$ cat config.mk
export PLATFORM = sky130hd
export DESIGN_NAME = sseg_scan_ctrl_flat
export DESIGN_NICKNAME = d
export VERILOG_FILES = /design/src/rtl/sseg_scan_ctrl_if.sv /design/src/rtl/sseg_scan_ctrl.sv /design/src/flat_wrapper.sv
export SDC_FILE = /design/constraint.sdc
export NUM_CORES = 1
export LEC_CHECK = 0
export ABC_AREA = 1
export ABC_CLOCK_PERIOD_IN_PS = 2600
export BUFFER_PORTS_ARGS = -buffer_cell sky130_fd_sc_hd__buf_2
export CORE_ASPECT_RATIO = 1.75
export CORE_UTILIZATION = 50
export DETAILED_ROUTE_END_ITERATION = 16
export PLACE_DENSITY_LB_ADDON = 0.3
export SYNTH_ARGS = -nofsm -noshare
export SYNTH_HDL_FRONTEND = slang
export SYNTH_HIERARCHICAL = 1
export SYNTH_SLANG_ARGS = --single-unit
$ cat constraint.sdc
create_clock -name clk -period 2.6 [get_ports clk]
set_input_delay 0.39 -clock clk [delete_from_list [all_inputs] [get_ports clk]]
set_output_delay 0.39 -clock clk [all_outputs]
set_load 0.05 [all_outputs]
$ cat src/rtl/sseg_scan_ctrl_if.sv
// rtl/sseg_scan_ctrl_if.sv - load/control inputs and display pins of the seven-segment scan controller
interface sseg_scan_ctrl_if #(
    parameter int DIGITS = 4
) ();
    logic                  en;
    logic                  load;
    logic [4*DIGITS-1:0]   value;
    logic [DIGITS-1:0]     dp_in;
    logic                  lz_blank;
    logic [DIGITS-1:0]     an;
    logic [6:0]            seg;
    logic                  dp;
    logic                  frame_tick;

    modport master (
        output en, load, value, dp_in, lz_blank,
        input  an, seg, dp, frame_tick
    );

    modport slave (
        input  en, load, value, dp_in, lz_blank,
        output an, seg, dp, frame_tick
    );
endinterface

$ cat src/rtl/sseg_scan_ctrl.sv
// rtl/sseg_scan_ctrl.sv - double-buffered, ghost-guarded scan controller for a common-anode seven-segment display
module sseg_decoder (
    input  logic [3:0] nibble,
    output logic [6:0] seg
);
    // {g,f,e,d,c,b,a}, active-low
    always_comb begin
        seg = 7'h7F;
        case (nibble)
            4'h0: seg = 7'b1000000;
            4'h1: seg = 7'b1111001;
            4'h2: seg = 7'b0100100;
            4'h3: seg = 7'b0110000;
            4'h4: seg = 7'b0011001;
            4'h5: seg = 7'b0010010;
            4'h6: seg = 7'b0000010;
            4'h7: seg = 7'b1111000;
            4'h8: seg = 7'b0000000;
            4'h9: seg = 7'b0010000;
            4'hA: seg = 7'b0001000;
            4'hB: seg = 7'b0000011;
            4'hC: seg = 7'b1000110;
            4'hD: seg = 7'b0100001;
            4'hE: seg = 7'b0000110;
            4'hF: seg = 7'b0001110;
            default: seg = 7'h7F;
        endcase
    end
endmodule

module sseg_scan_ctrl #(
    parameter int DIGITS    = 4,
    parameter int SLOT_CYC  = 100000,
    parameter int BLANK_CYC = 2000
) (
    input logic             clk,
    input logic             rst_n,
    sseg_scan_ctrl_if.slave bus
);
    localparam int IDX_W = (DIGITS > 1) ? $clog2(DIGITS) : 1;
    localparam int CNT_W = (SLOT_CYC > 1) ? $clog2(SLOT_CYC) : 1;
    localparam int VAL_W = 4 * DIGITS;

    localparam logic [IDX_W-1:0] LAST_IDX  = IDX_W'(DIGITS - 1);
    localparam logic [CNT_W-1:0] BLANK_END = CNT_W'(BLANK_CYC - 1);
    localparam logic [CNT_W-1:0] SLOT_END  = CNT_W'(SLOT_CYC - 1);

    typedef enum logic [1:0] {
        IDLE  = 2'd0,
        BLANK = 2'd1,
        SHOW  = 2'd2
    } state_t;

    state_t             state;
    state_t             state_nxt;
    logic [IDX_W-1:0]   idx;
    logic [IDX_W-1:0]   idx_nxt;
    logic [CNT_W-1:0]   cnt;
    logic [CNT_W-1:0]   cnt_nxt;
    logic               boundary;

    logic [VAL_W-1:0]   active_val;
    logic [DIGITS-1:0]  active_dp;
    logic [VAL_W-1:0]   pend_val;
    logic [DIGITS-1:0]  pend_dp;
    logic               pend_valid;

    logic [3:0]         nibble;
    logic [6:0]         dec_seg;
    logic               suppress;
    logic [DIGITS-1:0]  an_nxt;
    logic [6:0]         seg_nxt;
    logic               dp_nxt;

    // One counter spans the whole slot: blank phase first, then the lit phase.
    always_comb begin
        state_nxt = state;
        idx_nxt   = idx;
        cnt_nxt   = cnt;
        boundary  = 1'b0;
        if (!bus.en) begin
            state_nxt = IDLE;
            idx_nxt   = '0;
            cnt_nxt   = '0;
        end else begin
            case (state)
                IDLE: begin
                    state_nxt = BLANK;
                    idx_nxt   = '0;
                    cnt_nxt   = '0;
                    boundary  = 1'b1;
                end
                BLANK: begin
                    cnt_nxt = cnt + 1'b1;
                    if (cnt == BLANK_END) begin
                        state_nxt = SHOW;
                    end
                end
                SHOW: begin
                    if (cnt == SLOT_END) begin
                        state_nxt = BLANK;
                        cnt_nxt   = '0;
                        if (idx == LAST_IDX) begin
                            idx_nxt  = '0;
                            boundary = 1'b1;
                        end else begin
                            idx_nxt = idx + 1'b1;
                        end
                    end else begin
                        cnt_nxt = cnt + 1'b1;
                    end
                end
                default: begin
                    state_nxt = IDLE;
                    idx_nxt   = '0;
                    cnt_nxt   = '0;
                end
            endcase
        end
    end

    always_ff @(posedge clk) begin
        if (!rst_n) begin
            state <= IDLE;
            idx   <= '0;
            cnt   <= '0;
        end else begin
            state <= state_nxt;
            idx   <= idx_nxt;
            cnt   <= cnt_nxt;
        end
    end

    // Outputs are computed from the next state so anode and segments switch together.
    assign nibble = active_val[{idx_nxt, 2'b00} +: 4];

    sseg_decoder u_dec (
        .nibble (nibble),
        .seg    (dec_seg)
    );

    always_comb begin
        suppress = bus.lz_blank && (idx_nxt != '0) &&
                   ((active_val >> {idx_nxt, 2'b00}) == '0);
        an_nxt   = '1;
        seg_nxt  = 7'h7F;
        dp_nxt   = 1'b1;
        if (state_nxt == SHOW) begin
            an_nxt  = ~(DIGITS'(1) << idx_nxt);
            seg_nxt = suppress ? 7'h7F : dec_seg;
            dp_nxt  = ~active_dp[idx_nxt];
        end
    end

    // Transfer reads the pre-edge pending copy, so a same-edge load waits one frame.
    always_ff @(posedge clk) begin
        if (!rst_n) begin
            active_val     <= '0;
            active_dp      <= '0;
            pend_val       <= '0;
            pend_dp        <= '0;
            pend_valid     <= 1'b0;
            bus.an         <= '1;
            bus.seg        <= 7'h7F;
            bus.dp         <= 1'b1;
            bus.frame_tick <= 1'b0;
        end else begin
            bus.an         <= an_nxt;
            bus.seg        <= seg_nxt;
            bus.dp         <= dp_nxt;
            bus.frame_tick <= boundary;
            if (boundary && pend_valid) begin
                active_val <= pend_val;
                active_dp  <= pend_dp;
            end
            if (bus.load) begin
                pend_val   <= bus.value;
                pend_dp    <= bus.dp_in;
                pend_valid <= 1'b1;
            end else if (boundary) begin
                pend_valid <= 1'b0;
            end
        end
    end
endmodule

$ cat src/flat_wrapper.sv
// flat-port wrapper written by rule: the top's interface ports become plain ports
module sseg_scan_ctrl_flat 
#(
    parameter int DIGITS    = 4,
    parameter int SLOT_CYC  = 100000,
    parameter int BLANK_CYC = 2000
)
  (clk, rst_n, bus_en, bus_load, bus_value, bus_dp_in, bus_lz_blank, bus_an, bus_seg, bus_dp, bus_frame_tick);
  sseg_scan_ctrl_if #(.DIGITS(DIGITS)) bus_i ();
  input logic clk;
  input logic rst_n;
  input wire logic [$bits(bus_i.en)-1:0] bus_en;
  input wire logic [$bits(bus_i.load)-1:0] bus_load;
  input wire logic [$bits(bus_i.value)-1:0] bus_value;
  input wire logic [$bits(bus_i.dp_in)-1:0] bus_dp_in;
  input wire logic [$bits(bus_i.lz_blank)-1:0] bus_lz_blank;
  output wire logic [$bits(bus_i.an)-1:0] bus_an;
  output wire logic [$bits(bus_i.seg)-1:0] bus_seg;
  output wire logic [$bits(bus_i.dp)-1:0] bus_dp;
  output wire logic [$bits(bus_i.frame_tick)-1:0] bus_frame_tick;
  assign bus_i.en = bus_en;
  assign bus_i.load = bus_load;
  assign bus_i.value = bus_value;
  assign bus_i.dp_in = bus_dp_in;
  assign bus_i.lz_blank = bus_lz_blank;
  assign bus_an = bus_i.an;
  assign bus_seg = bus_i.seg;
  assign bus_dp = bus_i.dp;
  assign bus_frame_tick = bus_i.frame_tick;
  sseg_scan_ctrl #(.DIGITS(DIGITS), .SLOT_CYC(SLOT_CYC), .BLANK_CYC(BLANK_CYC)) u_core (.clk(clk), .rst_n(rst_n), .bus(bus_i));
endmodule
==> metrics.txt <==
hold worst-path end u_core/pend_val[0]; Synth Instances 485; effective utilization at floorplan 0.523; initial antenna violation count 0; CP Launch Type flop; First DRT Iteration DRCs 202; clock latency on the worst-skew pair 0.34 ns; Syn Area/Cell 7.15 um^2; final hold violations 0; CP Data Arrival Time 2.66 ns; critical path required time 2.82 ns; Yosys reg bits 75; commonest non-fill, non-tap cell in the layout nand2_1; hold depth 3; reg-to-reg endpoint u_core/bus.seg[0]; Hold WS 0.274 ns; reg-to-reg setup timing slack 0.16 ns; status completed; H-tree lvl count 3; Slew Limit Fails 0; CORE AREA 6640 um^2; power density over the cells 640 nW/um^2; Worst Hold Launch bus_value[0]; CP peak stage delay 0.36 ns; Die Width 65.0 um; post-route insts no fill 620; worst path bufs/invs 3; via count 3122; Peak VDD IR 528 uV; Die Y 112 um; remaining antenna violation count 0; met3 GRT Util 0.0549; Total Wirelength 7460 um; clock-pin slew on the worst setup and hold paths 0.06 ns; critical-path cell list ha_4 -> nand3_2 -> nor2_4 -> nand3_4 -> a21oi_4 -> nand2_4 -> buf_4 -> nand2_1 -> nand2_1 -> nand2_1 -> nand2_4 -> inv_1 -> nand2_1 -> nand3_1 -> nand2_1 -> inv_1 -> nand3_1; via/cell ratio 5.04; Synth Cell Area 3470 um^2; DRC 0; critical path fanouts, max 9; final setup fails 0; final instance area 4210 um^2; layout cells sized above 1 0.208; Area growth syn-to-layout 21.2%; sequential share of the synthesized area 0.433; crit-path leading delay family simple AND/OR/NAND/NOR gates; final worst path period share 0.940; Ant. Diodes 0; FP Rows 39; Crit Path Category reg -> reg; fin crit period 2.44 ns; FF-to-FF path depth 17; Yosys warnings 6; met1 Track Usage GR 0.203; largest net degree at the start of global routing 41; fin util 0.634; TritonCTS clock tree yes; clock root cell clkbuf_16; Mapped Nets 523; Worst Setup End Kind flop; GRT overflow 0; clock sink total 75; met2 Resource Use GR 0.398; final RePlAce weighted congestion 0.913; Primary FF master, synth dfxtp_1; Worst slew margin 0.612; most frequent cells in the layout nand2_1 (77), dfxtp_1 (69), nor2_1 (67), inv_1 (59), o21ai_0 (47); most used routing layer in global routing met2; leakage 1.79 nW; die footprint 7290 um^2; first-pass GRT wire length 12000 um; Post-DP HPWL 5200 um; MaxCap Viol Count 0; Max Fclk 409 MHz; Crit path depth 17; Worst path slowest cell dfxtp_2; Setup Skew 0.00576 ns; Synth cell types 34; Reg-to-Reg Start u_core/cnt[1]; vias in the first global route 2886; Worst-Margin Slew 0.581 ns; RSZ-0062 raised after global routing no; Placed Cells incl. Taps 595; DR WL/cell 12.0 um; EDFF count, synth 0; placed inst area 3740 um^2; I/O pins 38; worst min-delay path category in -> reg; Power Total 2.69 mW; most used cell, CP nand2_1; Longest Clk Path Bufs 2; DRT Pass-1 Iters 4; TritonCTS Buffers 9; Layout Nets 571; post-synthesis async set-or-reset flop share 0; gr usage total 0.215; Buffers on Ports 37
cells in the mapped netlist (5+ instances only):
cell / number / share of area
nand4_1: 5 / 0.0090
dfxtp_1: 75 / 0.43
a21oi_1: 28 / 0.040
nand2_1: 85 / 0.092
nor3_1: 10 / 0.014
clkbuf_1: 14 / 0.015
nor2_2: 5 / 0.0090
o21ai_1: 7 / 0.010
o21ai_0: 48 / 0.069
nor2_1: 68 / 0.074
inv_1: 62 / 0.067
nand3_1: 33 / 0.048
ha_1: 13 / 0.047
flip-flops by register name, summed over array words and instances, names as in the netlist, 2 cells and up:
signal             count
u_core/idx             2
u_core/bus.seg         7
u_core/bus.an          4
u_core/active_dp       4
u_core/state           2
u_core/cnt            17
u_core/active_val     16
u_core/pend_dp         4
u_core/pend_val       16
power by group:
part	total, mW	switching, mW	internal [mW]	leakage [nW]
sequential	1.21	0.0209	1.19	0.616
clock	1.28	0.457	0.823	0.156
combinational	0.199	0.122	0.0768	1.02
total	2.69	0.601	2.09	1.79
worst max-delay path by stage:
stage                              from                end  slack, ns
after detailed placement  u_core/cnt[0]  u_core/bus.seg[3]      -0.01
final                     u_core/cnt[1]  u_core/bus.seg[0]       0.16
after CTS                 u_core/cnt[0]  u_core/bus.seg[3]       0.03
after global placement    u_core/cnt[0]  u_core/bus.seg[3]       0.11
after global routing      u_core/cnt[1]  u_core/bus.seg[5]      0.004
after floorplan           u_core/cnt[0]  u_core/bus.seg[3]       0.14
worst reg2reg max path: stages (launching register included):
cell and delay [ns]:
dfxtp_2 0.36, ha_4 0.15, nand3_2 0.11, nor2_4 0.14
nand3_4 0.10, a21oi_4 0.32, nand2_4 0.11, buf_4 0.16
nand2_1 0.05, nand2_1 0.08, nand2_1 0.11, nand2_4 0.10
inv_1 0.15, nand2_1 0.12, nand3_1 0.10, nand2_1 0.06
inv_1 0.04, nand3_1 0.06
kinds of logic (layout without fill, tap and decap cells):
family	Yosys count	after routing	share of synthesized area
fa+ha+maj	13	13	0.0469
flops	75	75	0.433
buf+inv	85	137	0.0977
xor+xnor	5	5	0.0126
compound gates	90	90	0.138
simple gates	217	218	0.272
through the flow:
| step | setup TNS [ns] | setup WS (ns) |
|---|---|---|
| 2_1_floorplan | 0 | 0.141 |
| 3_3_place_gp | 0 | 0.109 |
| 3_5_place_dp | -0.0107 | -0.0107 |
| 4_1_cts | 0 | 0.0298 |
| 5_1_grt | 0 | 0.00425 |
| 6_report | 0 | 0.156 |
per-layer routing:
layer	share of wire	routed length, um
met1	0.40	2970
met4	0.024	182
met2	0.55	4090
met3	0.029	213
met5	0	0
repair_timing:
| item | 4_1_cts | 5_1_grt |
|---|---|---|
| gates cloned | 0 | 1 |
| gates resized for setup | 1 | 31 |
| hold buffers | 0 | 0 |
| pin swaps | 1 | 9 |
| buffers inserted | 3 | 5 |
| endpoints found under the setup margin | 4 | 7 |
cell type report:
type,instances,area [um^2]
flip-flops and latches,75,1510
multi-input cells,326,1710
fillers,630,2430
clock buffers,13,270
repair buffers,54,313
clock inverters,3,43.8
inverters,67,251
well taps,82,103
(Power assumes the default switching activity.)
